**config.mk**
```make
export PLATFORM = sky130hd
export DESIGN_NAME = inst_prefetch_flat
export DESIGN_NICKNAME = d
export VERILOG_FILES = /design/src/rtl/inst_prefetch_if.sv /design/src/rtl/inst_prefetch.sv /design/src/flat_wrapper.sv
export SDC_FILE = /design/constraint.sdc
export NUM_CORES = 1
export LEC_CHECK = 0
export ABC_AREA = 1
export CORE_ASPECT_RATIO = 1.2
export CORE_MARGIN = 1.5
export CORE_UTILIZATION = 45
export DETAILED_ROUTE_END_ITERATION = 6
export HOLD_SLACK_MARGIN = 0.12
export PLACE_DENSITY_LB_ADDON = 0.12
export SLEW_MARGIN = 20
export SYNTH_ARGS = -nofsm -noshare
export SYNTH_HDL_FRONTEND = slang
export SYNTH_SLANG_ARGS = --single-unit
```
**constraint.sdc**
```tcl
create_clock -name clk -period 3.5 [get_ports clk]
set_input_delay 0.35 -clock clk [delete_from_list [all_inputs] [get_ports clk]]
set_output_delay 0.35 -clock clk [all_outputs]
set_load 0.03 [all_outputs]
```
**src/rtl/inst_prefetch_if.sv**
```systemverilog
// Instruction memory port between the prefetcher (master) and instruction memory (slave).
// Requests are accepted on mem_gnt; read data returns in request order on mem_rvalid.
interface inst_prefetch_if;
    logic        mem_req;
    logic [31:0] mem_addr;
    logic        mem_gnt;
    logic        mem_rvalid;
    logic [31:0] mem_rdata;

    modport master (
        output mem_req,
        output mem_addr,
        input  mem_gnt,
        input  mem_rvalid,
        input  mem_rdata
    );

    modport slave (
        input  mem_req,
        input  mem_addr,
        output mem_gnt,
        output mem_rvalid,
        output mem_rdata
    );
endinterface

```
**src/rtl/inst_prefetch.sv**
```systemverilog
// Sequential instruction prefetcher: runs ahead of the core into a small in-order FIFO
// and restarts the stream at the core's address on any redirect.
module inst_prefetch #(
    parameter int DEPTH   = 4,
    parameter int MAX_OUT = 2
) (
    input  logic            clk,
    input  logic            rst_n,
    input  logic [31:0]     boot_addr,
    input  logic [31:0]     core_addr,
    input  logic            flush,
    output logic [31:0]     instruction,
    output logic            inst_ready,
    inst_prefetch_if.master mem
);

    localparam int          AW        = $clog2(DEPTH);
    localparam int          CW        = AW + 1;
    localparam int          OW        = $clog2(MAX_OUT) + 1;
    localparam logic [31:0] DEPTH_U   = 32'(DEPTH);
    localparam logic [31:0] MAX_OUT_U = 32'(MAX_OUT);
    localparam logic [31:0] NOP       = 32'h0000_0013;

    typedef enum logic {S_FETCH, S_DRAIN} state_t;

    state_t      r_state, w_state_next;
    logic [31:0] r_fetch_addr, r_stream_base, r_hold_addr;
    logic        r_hold, r_hold_stale;
    logic [CW-1:0] r_count;
    logic [AW-1:0] r_rd_ptr, r_wr_ptr;
    logic [OW-1:0] r_outstanding, r_drop_cnt;
    logic [31:0] r_fifo [DEPTH];

    logic [31:0] w_core_word;
    logic        w_redirect, w_can_issue, w_issue;
    logic        w_gnt, w_gnt_live, w_gnt_dead, w_rv_drop, w_rv_live, w_push, w_pop;
    logic [OW-1:0] w_out_next, w_drop_next;

    always_comb begin
        w_core_word = {core_addr[31:2], 2'b00};
        w_redirect  = flush
                   || ((r_count != '0 || r_outstanding != '0) && core_addr != r_stream_base)
                   || (r_count == '0 && r_outstanding == '0 && core_addr != r_fetch_addr);
        w_can_issue = (32'(r_count) + 32'(r_outstanding) < DEPTH_U)
                   && (32'(r_outstanding) + 32'(r_drop_cnt) < MAX_OUT_U);
    end

    // FSM outputs. mem_req is masked by rst_n so nothing is offered while reset is held.
    always_comb begin
        w_issue = 1'b0;
        if (r_state == S_FETCH)
            w_issue = w_can_issue && !w_redirect;
        mem.mem_req  = rst_n && (r_hold || w_issue);
        mem.mem_addr = r_hold ? r_hold_addr : r_fetch_addr;
        inst_ready   = (r_count != '0) && (core_addr == r_stream_base) && !flush;
        instruction  = inst_ready ? r_fifo[r_rd_ptr] : NOP;
    end

    // A grant belongs to the dead stream if it lands in the redirect cycle or
    // completes a request that was held across an earlier redirect.
    always_comb begin
        w_gnt       = mem.mem_req && mem.mem_gnt;
        w_gnt_dead  = w_gnt && (w_redirect || r_hold_stale);
        w_gnt_live  = w_gnt && !w_gnt_dead;
        w_rv_drop   = mem.mem_rvalid && (r_drop_cnt != '0);
        w_rv_live   = mem.mem_rvalid && (r_drop_cnt == '0);
        w_push      = w_rv_live && !w_redirect;
        w_pop       = inst_ready;
        w_drop_next = r_drop_cnt - OW'(w_rv_drop) + OW'(w_gnt_dead)
                    + (w_redirect ? (r_outstanding - OW'(w_rv_live)) : '0);
        w_out_next  = w_redirect ? '0 : (r_outstanding + OW'(w_gnt_live) - OW'(w_rv_live));
    end

    always_comb begin
        w_state_next = r_state;
        case (r_state)
            S_FETCH: if (w_drop_next != '0) w_state_next = S_DRAIN;
            S_DRAIN: if (w_drop_next == '0) w_state_next = S_FETCH;
            default: w_state_next = S_FETCH;
        endcase
    end

    always_ff @(posedge clk) begin
        if (!rst_n)
            r_state <= S_FETCH;
        else
            r_state <= w_state_next;
    end

    always_ff @(posedge clk) begin
        if (!rst_n) begin
            r_fetch_addr  <= boot_addr;
            r_stream_base <= boot_addr;
            r_hold_addr   <= '0;
            r_hold        <= 1'b0;
            r_hold_stale  <= 1'b0;
            r_count       <= '0;
            r_rd_ptr      <= '0;
            r_wr_ptr      <= '0;
            r_outstanding <= '0;
            r_drop_cnt    <= '0;
        end else begin
            r_outstanding <= w_out_next;
            r_drop_cnt    <= w_drop_next;
            r_hold        <= mem.mem_req && !mem.mem_gnt;
            r_hold_stale  <= mem.mem_req && !mem.mem_gnt && (r_hold_stale || w_redirect);
            if (mem.mem_req && !mem.mem_gnt)
                r_hold_addr <= mem.mem_addr;
            if (w_redirect) begin
                r_fetch_addr  <= w_core_word;
                r_stream_base <= w_core_word;
                r_count       <= '0;
                r_rd_ptr      <= '0;
                r_wr_ptr      <= '0;
            end else begin
                if (w_gnt_live)
                    r_fetch_addr <= r_fetch_addr + 32'd4;
                if (w_pop) begin
                    r_stream_base <= r_stream_base + 32'd4;
                    r_rd_ptr      <= r_rd_ptr + AW'(1);
                end
                if (w_push)
                    r_wr_ptr <= r_wr_ptr + AW'(1);
                r_count <= r_count + CW'(w_push) - CW'(w_pop);
            end
        end
    end

    always_ff @(posedge clk) begin
        if (w_push)
            r_fifo[r_wr_ptr] <= mem.mem_rdata;
    end

endmodule
```
**src/flat_wrapper.sv**
```systemverilog
// flat-port wrapper written by rule: the top's interface ports become plain ports
module inst_prefetch_flat 
#(
    parameter int DEPTH   = 4,
    parameter int MAX_OUT = 2
)
  (clk, rst_n, boot_addr, core_addr, flush, instruction, inst_ready, mem_mem_req, mem_mem_addr, mem_mem_gnt, mem_mem_rvalid, mem_mem_rdata);
  inst_prefetch_if mem_i ();
  input  logic clk;
  input  logic rst_n;
  input  logic [31:0] boot_addr;
  input  logic [31:0] core_addr;
  input  logic flush;
  output logic [31:0] instruction;
  output logic inst_ready;
  output wire logic [$bits(mem_i.mem_req)-1:0] mem_mem_req;
  output wire logic [$bits(mem_i.mem_addr)-1:0] mem_mem_addr;
  input wire logic [$bits(mem_i.mem_gnt)-1:0] mem_mem_gnt;
  input wire logic [$bits(mem_i.mem_rvalid)-1:0] mem_mem_rvalid;
  input wire logic [$bits(mem_i.mem_rdata)-1:0] mem_mem_rdata;
  assign mem_mem_req = mem_i.mem_req;
  assign mem_mem_addr = mem_i.mem_addr;
  assign mem_i.mem_gnt = mem_mem_gnt;
  assign mem_i.mem_rvalid = mem_mem_rvalid;
  assign mem_i.mem_rdata = mem_mem_rdata;
  inst_prefetch #(.DEPTH(DEPTH), .MAX_OUT(MAX_OUT)) u_core (.clk(clk), .rst_n(rst_n), .boot_addr(boot_addr), .core_addr(core_addr), .flush(flush), .instruction(instruction), .inst_ready(inst_ready), .mem(mem_i));
endmodule
```
==> out/metrics.cfg <==
[run_status]
status=finished, final reports clean

[timing]
skew_ns=0.0160
setup_viol=0
fin_tns_setup_ns=0
clock.fmax_mhz=301
hold_viol=0
setup_slack_ns=0.179
layout_worst_path_cycle_share=0.949
relSlewSlack=0.446
tightest_slew_ns=0.823
slew_viol_final=0
grt_setup_unrepaired=no
fin_crit_ns=3.32

[global_routing]
antenna_found_initial=6
grt_pass1_vias=10920
grt_pass1_wl_um=59100
grt_max_degree=72
grt_usage=0.251
overflow=0

[layout]
nFillCells=2690
seq_area_sq_mm=0.00673
multi_input_area_sq_mm=0.00550
final_cell_area_sq_mm=0.0164
drive_above_1_share=0.0880
fin_cells=2195
utilization=0.571
area_growth_pct=24.9
nets=1906

[synthesis]
synth-seq-cells=240
synth_area_leader_cell=edfxtp_1
synthTopCellsByArea=edfxtp_1 44%, nand2_1 14%, dfxtp_1 7.3%
syn_area_sq_mm=0.0131
yosys_warnings=0
syn_area_per_cell_sq_um=8.18
yosysSeqAreaShare=0.514
yosysUniqueCellTypes=36
netlist_instances=1602
synth_nets=1720
yosysTopAreaCellShare=0.440

[route]
avgRoutedWirePerCell_um=17.5
vias_per_cell=5.12
finalWirelength_um=38300
drcViolationCount=0
ant_nets=0
num_vias=11239
drt_first_iter_violations=915
firstDrtPassIters=5

[floorplanning]
fp.dieArea_sq_mm=0.0301
design.core.area_sq_mm=0.0287
die_height_um=190
rows=68
start_util=0.457
num_io_pins=167
die_w_um=159

[power_and_ir_drop]
pwr-share-comb=0.129
ir_drop_v=0.000434
cellLeakagePower_nw=6.82
internal-power_mw=5.25
power_frac_clock=0.404
pwr-share-seq=0.467
switching_share=0.247
power.density_mw_per_mm2=426
switching_power_mw=1.72

[placement]
place_congestion=0.945
port_buffers=166
hpwl_um=27200
preCtsSetupSlack_ns=-0.202
numPlacedInstances=2135
placed_cell_area_sq_mm=0.0154

[clocking]
cts_made_buffers=26
clkLatencyLatePin_ns=0.54
tritoncts=yes
clock_sinks=240
cts_max_path_buffers=3
clk_pin_slew_ns=0.06
cts.htree.levels=1
root_buffer=clkbuf_16

[setup_path]
critical-path-slowest-cell=clkdlybuf4s50_1
crit_top_cell=nand2_1
cp-start-kind=flip-flop
end_kind=output pin
path_delay_family=buffers and inverters
cp.required_ns=3.15
path_cells=xnor2_1 -> nand2_1 -> nor2_4 -> nand2_1 -> nor2_1 -> nand2_1 -> buf_4 -> nor3_2 -> buf_4 -> o221ai_1 -> clkdlybuf4s50_1
critPathMaxStageDelay_ns=0.61
arrival_ns=2.97
path_max_fanout=7
crit_buf_inv=3
worstSetupPathType=reg -> out

[worst_hold_path]
min_path_type=in -> reg

[flow_run]
cap_violations=0

-- cell usage in the layout (no fill, tap or decap), drive strengths merged, types with 14 or more instances in the layout --
cell type / instances
clkdlybuf4s50: 134
nand2: 497
nand4: 45
xor2: 45
dfxtp: 48
inv: 159
clkbuf: 31
nor2: 198
edfxtp: 192
nor3: 34
ha: 14
o21ai: 153
buf: 93
nand3: 33
xnor2: 62
a21oi: 33
-- logic make-up (layout without fill, tap and decap cells) --
family / Yosys count / count (layout) / synth area share
other: 0 / 4 / 0
adders and majority gates: 17 / 17 / 0.0180
and+or+nand+nor: 817 / 817 / 0.254
AOI/OAI and AO/OA: 191 / 191 / 0.0743
buffers and inverters: 230 / 434 / 0.0685
DFF: 240 / 240 / 0.514
xor gates and xnor gates: 107 / 107 / 0.0716
-- registers in the layout, indices dropped and copies added (netlist names), named ones only --
name and cells:
u_core.r_stream_base 32, u_core.r_state 1, u_core.r_hold_addr 32, u_core.r_hold 1, u_core.r_count 3, u_core.r_hold_stale 1
u_core.r_rd_ptr 2, u_core.r_outstanding 2, u_core.r_fifo 128, u_core.r_wr_ptr 2, u_core.r_fetch_addr 32, u_core.r_drop_cnt 2
-- through the flow --
stage,hold WS [ns],power (mW)
detailed placement,0.506,4.19
global placement,0.502,4.17
finish,0.449,6.97
floorplan,0.449,3.78
CTS,0.427,7.01
global route,0.441,7.24
-- synth_stat cells (all sizes together) --
cell / count
xnor2: 62
nand3b: 2
dfxtp: 48
buf: 23
nand2: 497
a21oi: 33
nor2: 198
fa: 3
inv: 159
xor2: 45
nand3: 33
a31oi: 2
nand4: 45
nor3: 34
o221ai: 3
ha: 14
clkbuf: 47
o21ai: 153
or2: 5
edfxtp: 192
nor4: 3
clkinv: 1
-- area by class of cell --
class,instances,area share
flip-flops and latches,240,0.411
multi-input cells,1132,0.336
repair buffers,228,0.132
clock buffers,31,0.0422
inverters,160,0.0367
well taps,385,0.0294
clock inverters,15,0.0111
diodes,4,0.000612
-- what timing repair did --
action                                  in CTS  in global routing
hold buffers                                 0                  0
endpoints found under the setup margin       0                 26
resized for setup                            0                 11
buffers inserted                             0                 10
-- power groups by stage --
| stage | logic [mW] | registers, mW | clock network (mW) |
|---|---|---|---|
| 2_1_floorplan | 0.498 | 3.29 | 0 |
| 6_report | 0.899 | 3.25 | 2.82 |
| 3_3_place_gp | 0.859 | 3.32 | 0 |
| 3_5_place_dp | 0.870 | 3.32 | 0 |
| 4_1_cts | 0.877 | 3.26 | 2.88 |
| 5_1_grt | 0.988 | 3.26 | 2.99 |
-- metal layers --
metal | wire, um | GRT usage | vias to the layer above | part of all wire
li1 | - | - | 5578 | -
met1 | 15400 | 0.295 | 5216 | 0.40
met2 | 18800 | 0.448 | 364 | 0.49
met3 | 2530 | 0.0493 | 77 | 0.066
met4 | 1520 | 0.104 | 4 | 0.040
met5 | 24 | 0 | - | 0.00063
-- final timing paths --
kind	startpoint	endpoint	slack, ns	cells after the start
max	u_core.r_stream_base[31]	instruction[1]	0.18	11
min	mem_mem_rdata[11]	u_core.r_fifo[3][11]	0.45	1
max reg2reg	u_core.r_fetch_addr[5]	u_core.r_state	0.20	22
min reg2reg	u_core.r_wr_ptr[0]	u_core.r_wr_ptr[0]	0.51	2
Power figures use the tool's default switching activity.
==> patch 1, RTL diff (same flow settings) <==
`MAX_OUT` is set to 2 in 2 places; all go to 1.
--- a/src/rtl/inst_prefetch.sv
+++ b/src/rtl/inst_prefetch.sv
@@ -2,7 +2,7 @@
 // and restarts the stream at the core's address on any redirect.
 module inst_prefetch #(
     parameter int DEPTH   = 4,
-    parameter int MAX_OUT = 2
+    parameter int MAX_OUT = 1
 ) (
     input  logic            clk,
     input  logic            rst_n,
--- a/src/flat_wrapper.sv
+++ b/src/flat_wrapper.sv
@@ -2,7 +2,7 @@
 module inst_prefetch_flat 
 #(
     parameter int DEPTH   = 4,
-    parameter int MAX_OUT = 2
+    parameter int MAX_OUT = 1
 )
   (clk, rst_n, boot_addr, core_addr, flush, instruction, inst_ready, mem_mem_req, mem_mem_addr, mem_mem_gnt, mem_mem_rvalid, mem_mem_rdata);
   inst_prefetch_if mem_i ();
Check against the original RTL: not equivalent (a bounded check fails within 4 cycles, from zero or initial values and one cycle with rst_n low).
==> patch 1 against the original RTL <==
Area after synthesis down 5.2%; setup slack better by 0.027 ns; sequential cell count down 3; combinational power down 29%; wire length down 11%; final area down 6.4%; via count down 9.2%; total power down 6.9%; critical endpoint is now instruction[16]; largest cell class unchanged; largest power group unchanged; highest routed layer unchanged.
==> patch 1: results (changes against the original RTL) <==
stage,metric,value,unit,change
power_and_ir_drop,p_leak,0.00607,µW,was 0.00682 µW
sta,fin_skew,0.0154,ns,was 0.0160 ns
worst_setup_path,r2r_setup_slack,0.61,ns,was 0.20 ns
worst_hold_path,whs_path_depth,3,,was 1
worst_hold_path,hold_path_end,u_core.r_hold_addr[0],,was u_core.r_fifo[3][11]
placed_design,portBuffers,166,,unchanged
route,wl,34100,µm,was 38300 µm
global_route,grt_pass1_wl,52800,µm,was 59100 µm
global_route,grt_usage,0.239,,was 0.251
power_and_ir_drop,p_sw_frac,0.241,,was 0.247
final_layout,final_nets,1716,,was 1906
worst_hold_path,hold_path_startpoint,rst_n,,was mem_mem_rdata[11]
global_route,grt_max_degree,66,,was 72
worst_setup_path,cp.arrival,2.94,ns,was 2.97 ns
worst_setup_path,crit_fanout,20,,was 7
placed_design,routabilityCongestion,0.928,,was 0.945
clock_tree,cts_made_buffers,27,,was 26
synth,synth_commonest_cells,"nand2_1, nor2_1, edfxtp_1",,unchanged
worst_setup_path,r2r-start,u_core.r_fetch_addr[23],,was u_core.r_fetch_addr[5]
clock_tree,htree_levels,1,,unchanged
synth,synth_area_leaders,"edfxtp_1, nand2_1, dfxtp_1, nor2_1, o21ai_0",,unchanged
worst_setup_path,worstRegToRegCells,14,,was 22
power_and_ir_drop,ir_worst_vdd,0.000377,V,was 0.000434 V
global_route,antenna_found_initial,5,,was 6
global_route,grt_pass1_vias,10100,,was 10900
final_layout,drive_gt1_frac,0.0954,,was 0.0880
route,vias,10200,,was 11200
synth,ys_types,44,,was 36
status,status,"finished, final reports clean",,unchanged
sta,worst_pin_slew,0.586,ns,was 0.823 ns
synth,synth_seq_area_share,0.537,,was 0.514
patch 1: cell count changes after synthesis, sizes merged, moves of 5 or more:
cell / before / now
a21oi: 33 / 42
clkbuf: 47 / 35
ha: 14 / 9
inv: 159 / 121
nand2: 497 / 429
nand3: 33 / 25
nand4: 45 / 14
nor2: 198 / 208
nor3: 34 / 20
o21ai: 153 / 171
o31ai: 0 / 22
xnor2: 62 / 39
xor2: 45 / 22
patch 1: power groups by stage:
stage,clock (µW),sequential (µW),combinational [µW]
2_1_floorplan,0,3220,346
3_3_place_gp,0,3250,636
3_5_place_dp,0,3250,640
4_1_cts,2710,3190,644
5_1_grt,2810,3200,703
6_report,2660,3190,638
patch 1: worst max-delay path, cell delays in order, from the launching register on:
cell	delay, ns
edfxtp_1	0.45
xnor2_1	0.16
nand3_1	0.11
nor2_1	0.25
nand2_1	0.13
nor2_1	0.14
nand2_1	0.11
nor3_4	0.28
inv_1	0.10
buf_4	0.23
a21oi_1	0.23
buf_4	0.21
patch 1: how the worst max path moves through the flow:
stage,to,slack [ns],cells after the start
after global placement,inst_ready,0.24,10
after floorplan,u_core.r_fifo[2][0],0.17,13
after detailed placement,inst_ready,0.19,10
after CTS,inst_ready,0.04,9
after global routing,instruction[5],0.004,11
final,instruction[16],0.21,11
patch 1: stage by stage:
step	instance area [µm²]	utilization	cells	hold WS (ns)	setup slack (ns)
6_report	15300	0.566	1965	0.259	0.205
5_1_grt	15300	0.566	1964	0.270	0.00388
4_1_cts	15300	0.565	1964	0.253	0.0377
3_5_place_dp	14500	0.535	1916	0.456	0.192
3_3_place_gp	14500	0.535	1916	0.449	0.241
2_1_floorplan	12400	-	1446	0.429	0.166
patch 1: timing repair:
action / CTS / global route
setup buffers: 0 / 0
hold buffers: 0 / 0
resized for setup: 1 / 4
endpoints found under the setup margin: 1 / 4
patch 1: routing by layer:
metal,GRT usage,part of all wire
met1,0.260,0.38
met2,0.452,0.52
met3,0.0407,0.055
met4,0.112,0.046
met5,0,0.0015
patch 1: area by class of cell:
| type | instances | area [µm²] |
|---|---|---|
| fillers | 2513 | 11800 |
| flip-flops and latches | 237 | 6670 |
| multi-input cells | 1025 | 4980 |
| repair buffers | 192 | 1960 |
| clock buffers | 35 | 736 |
| inverters | 122 | 458 |
| well taps | 340 | 425 |
| clock inverters | 13 | 91.3 |
| diodes | 1 | 2.50 |
patch 1: logic make-up after synthesis:
kind of cell | count (synthesis) | share of synthesized area
AOI/OAI and AO/OA | 249 | 0.115
xor gates and xnor gates | 61 | 0.0430
adders and majority gates | 10 | 0.0107
buffers and inverters | 184 | 0.0631
DFF | 237 | 0.537
and+or+nand+nor | 705 | 0.232
==> patch 2, RTL diff (config.mk and constraints unchanged) <==
Without the edit above. Make the reset (`rst_n`) asynchronous in one clocked block.
--- a/src/rtl/inst_prefetch.sv
+++ b/src/rtl/inst_prefetch.sv
@@ -80,7 +80,7 @@
         endcase
     end
 
-    always_ff @(posedge clk) begin
+    always_ff @(posedge clk or negedge rst_n) begin
         if (!rst_n)
             r_state <= S_FETCH;
         else
Formal check against the unedited RTL: same outputs for any inputs over 4 cycles, from zero or initial values and one cycle with rst_n low; that may be too few to reach the edited logic, so the function may still have changed.
==> patch 2 against the original RTL <==
Non-clock buffer count rose by 7; area after synthesis rose by 0.33%; sequential cell count fell by 2; wire length fell by 8.9%; setup slack got worse by 0.0058 ns; highest routed layer is now met4; final area rose by 0.38%; total power fell by 3.0%; sequential share of layout area fell by 0.49 points.
==> patch 2: results (changes against the original RTL) <==
stage,metric,value,unit,change
synth,synth_commonest_cells,"nand2_1, nor2_1, edfxtp_1",,unchanged
power_and_ir_drop,p_sw,1630,µW,was 1720 µW
worst_setup_path,crit_end,instruction[4],,was instruction[1]
power_and_ir_drop,ir_worst_vdd,0.000377,V,was 0.000434 V
route,via_per_inst,5.03,,was 5.12
worst_setup_path,timing.critical_path.from,u_core.r_stream_base[8],,was u_core.r_stream_base[31]
worst_setup_path,reg2reg_to,u_core.r_state,,unchanged
synth,synth_edf_count,190,,was 192
synth,synth_area_leaders,"edfxtp_1, nand2_1, dfxtp_1, nor2_1, o21ai_0",,unchanged
status,status,"finished, final reports clean",,unchanged
synth,ys_types,42,,was 36
synth,synth_compound_area_frac,0.0805,,was 0.0743
worst_setup_path,worstRegToRegCells,16,,was 22
global_route,grt_pass1_vias,10600,,was 10900
route,drtIter0Drc,713,,was 915
worst_hold_path,whs_path_depth,3,,was 1
worst_hold_path,hold_path_startpoint,rst_n,,was mem_mem_rdata[11]
power_and_ir_drop,comb_cell_power,861,µW,was 899 µW
final_layout,final_cells,2197,,was 2195
synth,syn_nets,1721,,was 1720
route,firstDrtPassIters,6,,was 5
sta,relSlewSlack,0.554,,was 0.446
route,post-route-drc-count,0,,unchanged
clock_tree,cts_made_buffers,25,,was 26
power_and_ir_drop,p_clk_frac,0.396,,was 0.404
sta,fin_skew,0.0135,ns,was 0.0160 ns
power_and_ir_drop,comb_power_share,0.127,,was 0.129
placed_design,routabilityCongestion,0.911,,was 0.945
synth,synth_seq_area_share,0.508,,was 0.514
sta,period_needed,3.33,ns,was 3.32 ns
clock_tree,clock_latency,0.52,ns,was 0.54 ns
placed_design,placed_area,15500,µm²,was 15400 µm²
worst_setup_path,r2r_setup_slack,0.29,ns,was 0.20 ns
final_layout,area_growth,25.0,%,was 24.9%
placed_design,hpwl,24600,µm,was 27200 µm
global_route,grt_pass1_wl,55100,µm,was 59100 µm
global_route,grt_usage,0.230,,was 0.251
placed_design,dp_cells,2141,,was 2135
global_route,antenna_found_initial,0,,was 6
global_route,grt_max_degree,69,,was 72
worst_setup_path,cp.arrival,2.98,ns,was 2.97 ns
synth,synthAdderAreaFrac,0.0179,,was 0.0180
[patch 2: changes by cell type after synthesis, moves of 10 or more]
cell and change:
nor2_1 +26, nor3_1 -20, nand2_1 -72, inv_1 +32
xor2_1 -11, o21ai_0 +10, inv_2 +14
[patch 2: layer usage]
layer  wire (µm)  global-route usage
met5           0                   0
met4        1090              0.0806
met3        2210              0.0405
met2       17200               0.413
met1       14400               0.276
[patch 2: layout make-up]
type | count | area share
Sequential cell | 238 | 0.406
Tap cell | 385 | 0.0293
Timing Repair Buffer | 235 | 0.138
Clock buffer | 28 | 0.0388
Inverter | 206 | 0.0471
Multi-Input combinational cell | 1088 | 0.329
Clock inverter | 17 | 0.0114
[patch 2: worst max-delay path, cell delays in order (launching register included)]
cell,delay (ns)
edfxtp_1,0.48
xnor2_1,0.18
nand2_1,0.06
nor2_1,0.18
nand2_1,0.12
nor2_1,0.10
nand2_1,0.10
buf_4,0.15
nor3_4,0.12
buf_4,0.20
o221ai_1,0.14
clkdlybuf4s50_1,0.61
